## src/rtl/drum_pkg.sv

```systemverilog
// Shared constants and types for the drum packet SPI transmitter.
//
// Packet layout (byte 0 is shifted out first, MSB first):
//   bytes S1_OFF..S1_OFF+14 : sensor 1 record
//   bytes S2_OFF..S2_OFF+14 : sensor 2 record
//   byte  KICK_OFF          : {7'b0, kick_pending}
//   byte  CAL_OFF           : {7'b0, cal_pending}
package drum_pkg;

    localparam int PKT_BYTES    = 32;
    localparam int SENSOR_BYTES = 15;

    localparam int S1_OFF   = 0;
    localparam int S2_OFF   = 15;
    localparam int KICK_OFF = 30;
    localparam int CAL_OFF  = 31;

    typedef enum logic [1:0] {
        IDLE  = 2'd0,
        READY = 2'd1,
        ACK   = 2'd2
    } state_t;

endpackage

```

## src/rtl/sync_edge_det.sv

```systemverilog
// Two-flop synchronizer for an asynchronous input, followed by a
// single-cycle rise/fall pulse generator in the clk domain.
//
// Ports:
//   clk      : system clock
//   rst      : synchronous active-high reset (clears the whole chain)
//   async_in : asynchronous input
//   sync_out : synchronized level
//   rise     : one-cycle pulse on a synchronized 0->1 transition
//   fall     : one-cycle pulse on a synchronized 1->0 transition
module sync_edge_det (
    input  logic clk,
    input  logic rst,
    input  logic async_in,
    output logic sync_out,
    output logic rise,
    output logic fall
);

    logic meta_q, meta_d;
    logic sync_q, sync_d;
    logic prev_q, prev_d;

    always_comb begin
        meta_d = async_in;
        sync_d = meta_q;
        prev_d = sync_q;
    end

    always_ff @(posedge clk) begin
        if (rst) begin
            meta_q <= 1'b0;
            sync_q <= 1'b0;
            prev_q <= 1'b0;
        end else begin
            meta_q <= meta_d;
            sync_q <= sync_d;
            prev_q <= prev_d;
        end
    end

    assign sync_out = sync_q;
    assign rise     = sync_q & ~prev_q;
    assign fall     = ~sync_q & prev_q;

endmodule

```

## src/rtl/drum_packet_spi_tx.sv

```systemverilog
// Snapshots two sensor records plus button flags into a packet register and
// shifts it out to an MCU that clocks the data with its own SPI clock
// (mode 0: data changes after the falling edge, MCU samples on rising edge).
//
// Ports:
//   clk, rst      : system clock, synchronous active-high reset
//   s1_data       : sensor 1 record (15 bytes, byte 0 in the top bits)
//   s2_data       : sensor 2 record, same layout
//   sample_valid  : one-cycle pulse, sensor records valid
//   kick_press    : debounced kick button level
//   cal_press     : debounced calibrate button level
//   mcu_sck       : asynchronous MCU SPI clock
//   mcu_load      : asynchronous MCU acknowledge
//   mcu_sdo       : serial data to the MCU
//   mcu_done      : packet ready to be read
//   overrun_cnt   : saturating count of samples dropped while busy
module drum_packet_spi_tx
#(
    parameter int PKT_BYTES    = 32,
    parameter int SENSOR_BYTES = 15
)(
    input  logic                      clk,
    input  logic                      rst,
    input  logic [8*SENSOR_BYTES-1:0] s1_data,
    input  logic [8*SENSOR_BYTES-1:0] s2_data,
    input  logic                      sample_valid,
    input  logic                      kick_press,
    input  logic                      cal_press,
    input  logic                      mcu_sck,
    input  logic                      mcu_load,
    output logic                      mcu_sdo,
    output logic                      mcu_done,
    output logic [7:0]                overrun_cnt
);
    import drum_pkg::*;

    localparam int PKT_BITS = PKT_BYTES * 8;
    localparam int CNT_W    = $clog2(PKT_BITS + 1);
    localparam int IDX_W    = $clog2(PKT_BITS);
    localparam logic [CNT_W-1:0] CNT_END = CNT_W'(PKT_BITS);
    localparam logic [IDX_W-1:0] IDX_TOP = IDX_W'(PKT_BITS - 1);

    // MCU-side signal synchronization
    logic sck_level, sck_rise, sck_fall;
    logic load_level, load_rise, load_fall;

    sync_edge_det u_sck_sync (
        .clk      (clk),
        .rst      (rst),
        .async_in (mcu_sck),
        .sync_out (sck_level),
        .rise     (sck_rise),
        .fall     (sck_fall)
    );

    sync_edge_det u_load_sync (
        .clk      (clk),
        .rst      (rst),
        .async_in (mcu_load),
        .sync_out (load_level),
        .rise     (load_rise),
        .fall     (load_fall)
    );

    logic unused_sync;
    assign unused_sync = ^{sck_level, sck_rise, load_fall};

    // State
    state_t               state_q, state_d;
    logic [PKT_BITS-1:0]  snap_q, snap_d;
    logic [CNT_W-1:0]     cnt_q, cnt_d;
    logic                 sdo_q, sdo_d;
    logic                 done_q, done_d;
    logic [7:0]           ovr_q, ovr_d;
    logic                 kick_q, kick_d;
    logic                 cal_q, cal_d;

    // A press seen in the snapshot cycle itself still counts for this packet.
    logic kick_bit, cal_bit;
    assign kick_bit = kick_q | kick_press;
    assign cal_bit  = cal_q  | cal_press;

    // Candidate packet, byte 0 at the top so bit 0 of the stream is the MSB.
    logic [PKT_BITS-1:0] new_pkt;

    for (genvar gi = 0; gi < PKT_BYTES; gi++) begin : g_byte
        if (gi >= S1_OFF && gi < S1_OFF + SENSOR_BYTES) begin : g_s1
            assign new_pkt[PKT_BITS-1-8*gi -: 8] =
                s1_data[8*(SENSOR_BYTES-(gi-S1_OFF))-1 -: 8];
        end else if (gi >= S2_OFF && gi < S2_OFF + SENSOR_BYTES) begin : g_s2
            assign new_pkt[PKT_BITS-1-8*gi -: 8] =
                s2_data[8*(SENSOR_BYTES-(gi-S2_OFF))-1 -: 8];
        end else if (gi == KICK_OFF) begin : g_kick
            assign new_pkt[PKT_BITS-1-8*gi -: 8] = {7'b0, kick_bit};
        end else if (gi == CAL_OFF) begin : g_cal
            assign new_pkt[PKT_BITS-1-8*gi -: 8] = {7'b0, cal_bit};
        end else begin : g_pad
            assign new_pkt[PKT_BITS-1-8*gi -: 8] = 8'h00;
        end
    end

    logic [CNT_W-1:0] next_cnt;
    logic [IDX_W-1:0] tx_idx;
    logic             snapshot;

    always_comb begin
        state_d  = state_q;
        snap_d   = snap_q;
        cnt_d    = cnt_q;
        sdo_d    = sdo_q;
        ovr_d    = ovr_q;
        kick_d   = kick_q | kick_press;
        cal_d    = cal_q  | cal_press;
        snapshot = 1'b0;
        next_cnt = cnt_q + 1'b1;
        tx_idx   = IDX_TOP - next_cnt[IDX_W-1:0];

        case (state_q)
            IDLE: begin
                sdo_d = 1'b0;
                if (sample_valid) begin
                    snapshot = 1'b1;
                    snap_d   = new_pkt;
                    cnt_d    = '0;
                    sdo_d    = new_pkt[PKT_BITS-1];
                    state_d  = READY;
                end
            end
            READY: begin
                // An acknowledge ends the transfer wherever the MCU is.
                if (load_rise) begin
                    sdo_d   = 1'b0;
                    state_d = ACK;
                end else if (sck_fall && cnt_q < CNT_END) begin
                    cnt_d = next_cnt;
                    sdo_d = (next_cnt < CNT_END) ? snap_q[tx_idx] : 1'b0;
                end
            end
            ACK: begin
                sdo_d = 1'b0;
                if (!load_level) begin
                    state_d = IDLE;
                end
            end
            default: begin
                sdo_d   = 1'b0;
                state_d = IDLE;
            end
        endcase

        // Samples arriving while a packet is pending (including the
        // ACK->IDLE cycle) are dropped and counted.
        if (sample_valid && state_q != IDLE && ovr_q != 8'hFF) begin
            ovr_d = ovr_q + 8'd1;
        end

        if (snapshot) begin
            kick_d = kick_press;
            cal_d  = cal_press;
        end

        done_d = (state_d == READY);
    end

    always_ff @(posedge clk) begin
        if (rst) begin
            state_q <= IDLE;
            snap_q  <= '0;
            cnt_q   <= '0;
            sdo_q   <= 1'b0;
            done_q  <= 1'b0;
            ovr_q   <= 8'd0;
            kick_q  <= 1'b0;
            cal_q   <= 1'b0;
        end else begin
            state_q <= state_d;
            snap_q  <= snap_d;
            cnt_q   <= cnt_d;
            sdo_q   <= sdo_d;
            done_q  <= done_d;
            ovr_q   <= ovr_d;
            kick_q  <= kick_d;
            cal_q   <= cal_d;
        end
    end

    assign mcu_sdo     = sdo_q;
    assign mcu_done    = done_q;
    assign overrun_cnt = ovr_q;

endmodule

```

## config.mk

```make
export PLATFORM = sky130hd
export DESIGN_NAME = drum_packet_spi_tx
export DESIGN_NICKNAME = d
export VERILOG_FILES = /design/src/rtl/drum_pkg.sv /design/src/rtl/sync_edge_det.sv /design/src/rtl/drum_packet_spi_tx.sv
export SDC_FILE = /design/constraint.sdc
export NUM_CORES = 1
export LEC_CHECK = 0
export ABC_CLOCK_PERIOD_IN_PS = 4300
export CORE_ASPECT_RATIO = 0.75
export CORE_MARGIN = 1
export CORE_UTILIZATION = 35
export CTS_CLUSTER_DIAMETER = 80
export DETAILED_ROUTE_END_ITERATION = 10
export REMOVE_ABC_BUFFERS = 1
export SYNTH_ARGS = -nofsm -noshare
export SYNTH_HDL_FRONTEND = slang
export SYNTH_HIERARCHICAL = 1
export SYNTH_SLANG_ARGS = --single-unit
```

## constraint.sdc

```tcl
create_clock -name clk -period 4.3 [get_ports clk]
set_clock_uncertainty 0.15 [all_clocks]
set_input_delay 1.075 -clock clk [delete_from_list [all_inputs] [get_ports clk]]
set_output_delay 1.075 -clock clk [all_outputs]
set_load 0.02 [all_outputs]
```

==> flow_summary.ini, run 1 <==
[outcome]
status = complete, no violations

[sta]
tightest_slew_ns = 0.9152
rsz0062_at_grt = false
max_freq_mhz = 278.5
finalSetupViolations = 0
fin_tns_setup_ns = 0
fin_crit_ns = 3.591
hold_slack_ns = 0.3003
hold_viol = 0
slew_headroom = 0.3899
period_share = 0.8350
drv_slew = 0

[power_and_ir_drop]
intPower_mw = 4.548
p_sw_frac = 0.2431
cellLeakagePower_nw = 5.602
comb_power_share = 0.131
power_density_nw_per_um2 = 387.0
clkPwrFrac = 0.413
switching_power_mw = 1.461
vdd_ir_drop_max_mv = 0.2102
power_mw = 6.009
p_seq_frac = 0.456

[critical_path]
r2r_setup_slack_ns = 0.71
crit_arrival_ns = 3.91
end_kind = flip-flop
cp_max_fo = 33
required_ns = 4.62
crit_type = reg2reg
cp-start-kind = flip-flop

[detailed_routing]
wirelength_um = 34210
routed_via_density = 5.025
first_pass_iters = 5
ant_nets = 0
wl_per_cell_um = 16.63
vias = 10340
drc = 0
drt_iter0_drc = 793

[die]
die_w_um = 213.6
core_region_area_um2 = 32740
std_cell_rows = 57
die-area_um2 = 34320
io_pins = 257
dieHeight_um = 160.7
initial_utilization = 0.3590

[yosys]
ys_warn_count = 6
synth_area_um2 = 11750
syn-instance-count = 1403
avgSynthCellArea_um2 = 8.377

[global_routing]
grt_pass1_wl_um = 53820
grt_pass1_vias = 9942
overflow = 0
grt_max_degree = 190
grt.total_usage = 0.1973
antenna_found_initial = 4

[clocking]
postCtsHoldBufs = 0
cts.clk_slew.worst_paths_ns = 0.06
tritoncts = done
htreeDepth = 1
cts.repair.resized = 0
cts_buffers = 28
clk_latency_ns = 0.55
cts-root-buf = clkbuf_16
cts_buffer_depth = 3
postCtsSetupBuffers = 0
cts.sinks = 271

[worst_hold_path]
hp-class = reg2reg

[place]
hpwl_um = 23050
port_buffers = 256
placed_area_um2 = 14590
gp_congestion = 0.8433

[final_layout]
design_area_um2 = 15530
drive_gt1_frac = 0.07320
syn_to_final_growth_pct = 32.12
nets = 1844
num-fill-cells = 3110

[run]
drv_cap = 0
placed cells by master, fill, tap and decap left out, drive strengths merged, types with 3 or more instances in the layout:
cell / instances
nand4: 8
nor3: 6
and3: 4
a31oi: 4
buf: 19
nand3b: 4
nand3: 19
nand2b: 5
a32oi: 4
nand2: 533
nor2: 31
o211ai: 3
clkbuf: 43
o21ai: 14
xnor2: 7
diode: 3
xor2: 8
mux2i: 16
nor2b: 11
dfxtp: 271
mux4: 59
a21oi: 253
clkdlybuf4s50: 255
worst max-delay path, cell delays in order (launching register included):
cell      delay, ns
dfxtp_4        0.36
buf_4          0.39
buf_4          0.62
and3_1         0.42
and3_1         0.36
xor2_2         0.30
nand2_1        0.09
o311ai_1       0.44
and4b_1        0.26
o32ai_2        0.11
final timing paths:
path | start | end | cells after the start
worst min register to register | snap_q[95] | snap_q[95] | 2
worst max register to register | cnt_q[0] | mcu_sdo | 9
worst max-delay path | cnt_q[0] | mcu_sdo | 9
worst min-delay path | snap_q[95] | snap_q[95] | 2
stage by stage:
stage	utilization	instances	worst slack [ns]
global route	0.4741	2054	0.4513
detailed placement	0.4456	2007	0.7251
finish	0.4743	2057	0.7094
floorplan	-	1290	-10.72
global placement	0.4456	2007	0.7397
CTS	0.4741	2054	0.7000
power groups by stage:
stage          registers (mW)  logic [mW]  clock network, mW
2_1_floorplan            2.78       0.450                  0
3_3_place_gp             2.79       0.786                  0
3_5_place_dp             2.79       0.795                  0
4_1_cts                  2.74       0.798               2.53
5_1_grt                  2.75       0.868               2.63
6_report                 2.74       0.788               2.48
registers in the layout, summed over array words and instances, names as in the netlist, 2 cells and up:
name and count:
overrun_cnt 8, snap_q 242, cnt_q 9, state_q 2
routing by layer:
layer | GRT usage | part of all wire | routed length, um
met2 | 0.2956 | 0.43 | 14720
met4 | 0.03474 | 0.016 | 549
met3 | 0.04165 | 0.066 | 2255
met1 | 0.2928 | 0.49 | 16650
met5 | 0 | 0.00079 | 27
final cells by class:
type                       instances  area [um2]  area share
multi-input combinational       1017        5826      0.3752
inverter                           2       7.507   0.0004835
timing repair buffer             275        2771      0.1785
tap                              442       553.0     0.03562
sequential                       271        5429      0.3496
clock inverter                     5       77.57    0.004996
antenna                            3       7.507   0.0004835
clock buffer                      42       855.8     0.05512
Note: power is estimated with default switching activity, not from simulation.
==> run 2: changes to the inputs <==
ABC_CLOCK_PERIOD_IN_PS = 2900   (was 4300)
clock period = 2.9 ns   (was 4.3 ns; I/O delays follow)
==> run 2 against run 1 <==
  * Sequential power rose by 48%
  * Die area stayed put
  * Critical path depth shrank 1
  * Clock-buffer cell count down 1
  * Critical endpoint unchanged
  * Global-route usage grew 0.31 points
  * Worst setup slack got worse by 0.52 ns
  * Combinational power is 52% higher
  * Clock power is 35% higher
  * Non-clock buffer count is 17 higher
  * Wire length is 1.5% higher
  * Final cell count up 0.58%
==> flow_summary.ini, run 2 (synthesized netlist as in run 1, its figures left out) <==
[clocking]
cts_buffer_depth = 3
cts_buffers = 28
clk_latency_ns = 0.54
tritoncts = done
postCtsHoldBufs = 0
postCtsSetupBuffers = 0
cts.clk_slew.worst_paths_ns = 0.06
cts.sinks = 271
htreeDepth = 1
cts-root-buf = clkbuf_16
cts.repair.resized = 0

[sta]
hold_viol = 0
fin_tns_setup_ns = 0
slew_headroom = 0.4401
rsz0062_at_grt = false
drv_slew = 0
finalSetupViolations = 0
period_share = 0.9351
max_freq_mhz = 368.7
hold_slack_ns = 0.2885
tightest_slew_ns = 0.8342
fin_crit_ns = 2.712

[critical_path]
r2r_setup_slack_ns = 0.19
end_kind = flip-flop
cp-start-kind = flip-flop
cp_max_fo = 19
crit_arrival_ns = 2.99
required_ns = 3.18
crit_type = reg2reg

[final_layout]
syn_to_final_growth_pct = 32.79
final_cell_mix = 532 x nand2_1, 270 x dfxtp_1, 255 x clkdlybuf4s50_1
design_area_um2 = 15610
num-fill-cells = 3198
drive_gt1_frac = 0.07995
regMostFlops = snap_q
nets = 1861
final_common_cell = nand2_1
largest_register_ffs = 242
stdcell_count = 2069

[die]
core_region_area_um2 = 32740
io_pins = 257
die-area_um2 = 34320
initial_utilization = 0.3590
dieHeight_um = 160.7
die_w_um = 213.6
std_cell_rows = 57

[detailed_routing]
ant_nets = 0
drc = 0
drt_iter0_drc = 799
routed_via_density = 5.010
wl_per_cell_um = 16.78
first_pass_iters = 5
vias = 10370
wirelength_um = 34720

[power_and_ir_drop]
power_mw = 8.620
power_density_nw_per_um2 = 552.3
cellLeakagePower_nw = 5.659
vdd_ir_drop_max_mv = 0.3069

[global_routing]
grt_max_degree = 108
grt.total_usage = 0.2004
grt_pass1_vias = 10020
grt_pass1_wl_um = 54370
antenna_found_initial = 3
overflow = 0

[place]
port_buffers = 256
gp_congestion = 0.8663
placed_area_um2 = 14760
hpwl_um = 24350
dp_cells = 2024

[outcome]
status = complete, no violations

[run]
drv_cap = 0

[worst_hold_path]
hp-class = reg2reg
## run 2: cell types whose count changed in the layout (fill, tap and decap cells not counted), sizes merged
cell	change
buf	+17
bufinv	-2
diode	-2
clkbuf	-1
## run 2: report_power, final
part           internal, mW  leakage, nW  switching (mW)
Sequential             3.95         2.22           0.114
Clock                  1.94        0.409            1.42
Combinational         0.622         3.03           0.575
## run 2: worst paths after layout
check,from,to,cells past startpoint
max,cnt_q[0],mcu_sdo,8
min,u_sck_sync/meta_q,u_sck_sync/sync_out,1
max reg2reg,cnt_q[0],mcu_sdo,8
min reg2reg,u_sck_sync/meta_q,u_sck_sync/sync_out,1
## run 2: stage by stage
step / utilization / setup slack [ns]
floorplan: - / -11.77
CTS: 0.4767 / 0.1653
global placement: 0.4510 / 0.1433
detailed placement: 0.4510 / 0.1734
finish: 0.4767 / 0.1881
global route: 0.4767 / 0.08143
## run 2: layout make-up
class	count	area (um2)	share of cell area
timing repair buffer	292	2949	0.1890
clock inverter	3	17.52	0.001122
clock buffer	41	822.0	0.05267
inverter	2	7.507	0.0004810
sequential	271	5429	0.3479
tap	442	553.0	0.03544
multi-input combinational	1017	5826	0.3733
antenna	1	2.502	0.0001603
## run 2: metal layers
layer / vias to the layer above / routed length, um / global-route usage
met5: - / 12 / 0
met4: 2 / 397 / 0.02987
met3: 37 / 2331 / 0.03911
met2: 307 / 15020 / 0.2949
met1: 4871 / 16960 / 0.3059
li1: 5149 / - / -
## run 2: worst max-delay path: stages (launching register included)
cell     delay (ns)
dfxtp_4        0.36
ha_4           0.48
buf_4          0.33
mux4_2         0.34
mux2i_1        0.28
a22oi_1        0.19
nand4_1        0.15
and4b_1        0.21
o32ai_2        0.08
==> run 3: changes to the inputs <==
SKIP_LAST_GASP = 1   (was unset)
SYNTH_HIERARCHICAL = unset   (was 1)
TNS_END_PERCENT = 30   (was unset)
==> run 3 against run 2 <==
  * Maximum frequency down 5.2%
  * Sequential power about the same
  * Area after synthesis down 1.1%
  * Wire length down 1.2%
  * Global-route usage down 0.066 points
==> flow_summary.ini, run 3 <==
[sta]
drv_slew = 0
period_share = 0.9859
finalSetupViolations = 0
rsz0062_at_grt = false
setup_ws_ns = 0.04083
tightest_slew_ns = 0.5627
max_freq_mhz = 349.8
hold_slack_ns = 0.2925
hold_viol = 0
slew_headroom = 0.6249
fin_crit_ns = 2.859

[final_layout]
drive_gt1_frac = 0.08966
nets = 1835
diodes = 0
syn_to_final_growth_pct = 35.76
fin_util = 0.4852
regMostFlops = snap_q
largest_register_ffs = 242
final_cell_mix = 515 x nand2_1, 269 x dfxtp_1, 257 x a21oi_1
final_common_cell = nand2_1
design_area_um2 = 15780

[clocking]
clk_latency_ns = 0.55
cts.clk_slew.worst_paths_ns = 0.06
postCtsSetupBuffers = 0
cts_buffer_depth = 3
cts_buffers = 28
cts.sinks = 271
cts-root-buf = clkbuf_16
tritoncts = done
htreeDepth = 1
postCtsHoldBufs = 0

[global_routing]
grt_pass1_wl_um = 54030
grt_pass1_vias = 9955
grt.total_usage = 0.1998
antenna_found_initial = 1
overflow = 0
grt_max_degree = 138

[yosys]
synth_area_leaders = dfxtp_1 47%, nand2_1 17%, a21oi_1 11%
syn-instance-count = 1361
synthArstFlopShare = 0
synthTopCellsByCount = 516 x nand2_1, 271 x dfxtp_1, 257 x a21oi_1
ys_seq_area_frac = 0.4667
avgSynthCellArea_um2 = 8.541
synth_ff_type = dfxtp_1
yosys.area.top_type_share = 0.4667
ys_ff_latch = 271
yosysMostFrequentCell = nand2_1
ys_warn_count = 0
synth-edff-count = 0
yosysTopAreaCell = dfxtp_1
synth_area_um2 = 11620
ys_types = 49

[critical_path]
cpPeakStageDelay_ns = 0.48
required_ns = 3.21
end_kind = flip-flop
crit_chain = ha_4 -> buf_4 -> mux4_2 -> mux2i_1 -> a2111oi_0 -> nor4_1 -> o41ai_1 -> o21ai_1 -> a21oi_1
crit_type = reg2reg
cp_slowest_cell = a2111oi_0
cp-start-kind = flip-flop
reg2reg_depth = 9
crit_arrival_ns = 3.17
cp_max_fo = 15

[detailed_routing]
vias = 10280
wirelength_um = 34320
routed_via_density = 5.017
drt_iter0_drc = 716
ant_nets = 0
wl_per_cell_um = 16.76
first_pass_iters = 4
drc = 0

[die]
core_region_area_um2 = 32520
dieHeight_um = 159.8
std_cell_rows = 57
die_w_um = 212.4
io_pins = 257
die-area_um2 = 33950
initial_utilization = 0.3574

[power_and_ir_drop]
p_seq_frac = 0.448
power_density_nw_per_um2 = 575.1
p_sw_frac = 0.2424
intPower_mw = 6.876
comb_power_share = 0.137
switching_power_mw = 2.199
clkPwrFrac = 0.415
power_mw = 9.075
cellLeakagePower_nw = 5.788
vdd_ir_drop_max_mv = 0.3392

[worst_hold_path]
hp-class = reg2reg
hold_depth = 1

[run]
drv_cap = 0

[place]
gp_congestion = 0.8475
port_buffers = 256
placed_area_um2 = 14780
hpwl_um = 24920
preCtsSetupSlack_ns = 0.01178

[outcome]
status = complete, no violations
## run 3: final timing paths
kind / startpoint / end / slack [ns]
max: cnt_q[1] / mcu_sdo / 0.04
min: u_sck_sync.meta_q / u_sck_sync.sync_out / 0.29
max reg2reg: cnt_q[1] / mcu_sdo / 0.04
min reg2reg: u_sck_sync.meta_q / u_sck_sync.sync_out / 0.29
## run 3: cell type report
class	instances	area [um2]
Fill cell	3248	16740
Multi-Input combinational cell	977	5759
Sequential cell	271	5430
Timing Repair Buffer	303	3039
Clock buffer	41	850.8
Tap cell	442	553.0
Clock inverter	9	125.1
Inverter	5	22.52
## run 3: stage by stage
step	std cells	TNS, ns
after floorplan	1253	-623.75
after global placement	1998	0
after detailed placement	1998	0
after CTS	2048	0
after global routing	2048	0
final	2048	0
## run 3: critical path: cells and delay by family (launching register included)
family,cells,cell delay [ns]
compound gates,4,1.17
buf+inv,1,0.26
simple gates,1,0.10
mux,2,0.41
flops,1,0.35
fa+ha+maj,1,0.32
## run 3: logic make-up (layout without fill, tap and decap cells)
family,after synthesis,count (layout),synth area share
DFF,271,271,0.4667
muxes,77,77,0.1431
and+or+nand+nor,594,594,0.2019
buffers and inverters,113,358,0.04220
adders and majority gates,2,2,0.002153
xor gates and xnor gates,13,13,0.01206
AOI/OAI and AO/OA,291,291,0.1319
## run 3: power by group through the flow
stage,clock [mW],combinational (mW),sequential [mW]
3_3_place_gp,0,1.23,4.14
2_1_floorplan,0,0.626,4.12
5_1_grt,4.01,1.36,4.09
6_report,3.77,1.24,4.07
3_5_place_dp,0,1.25,4.15
4_1_cts,3.85,1.25,4.06
## run 3: repair_timing
item,in CTS,in global routing
resized for setup,2,5
gates cloned,0,0
endpoints found under the setup margin,1,1
endpoints found under the hold margin,0,0
## run 3: layer usage
layer	vias to the layer above	track usage	share of wire
met5	-	0	0.00050
met1	4844	0.2984	0.49
met2	303	0.3017	0.43
li1	5087	-	-
met4	2	0.03793	0.015
met3	39	0.03422	0.064
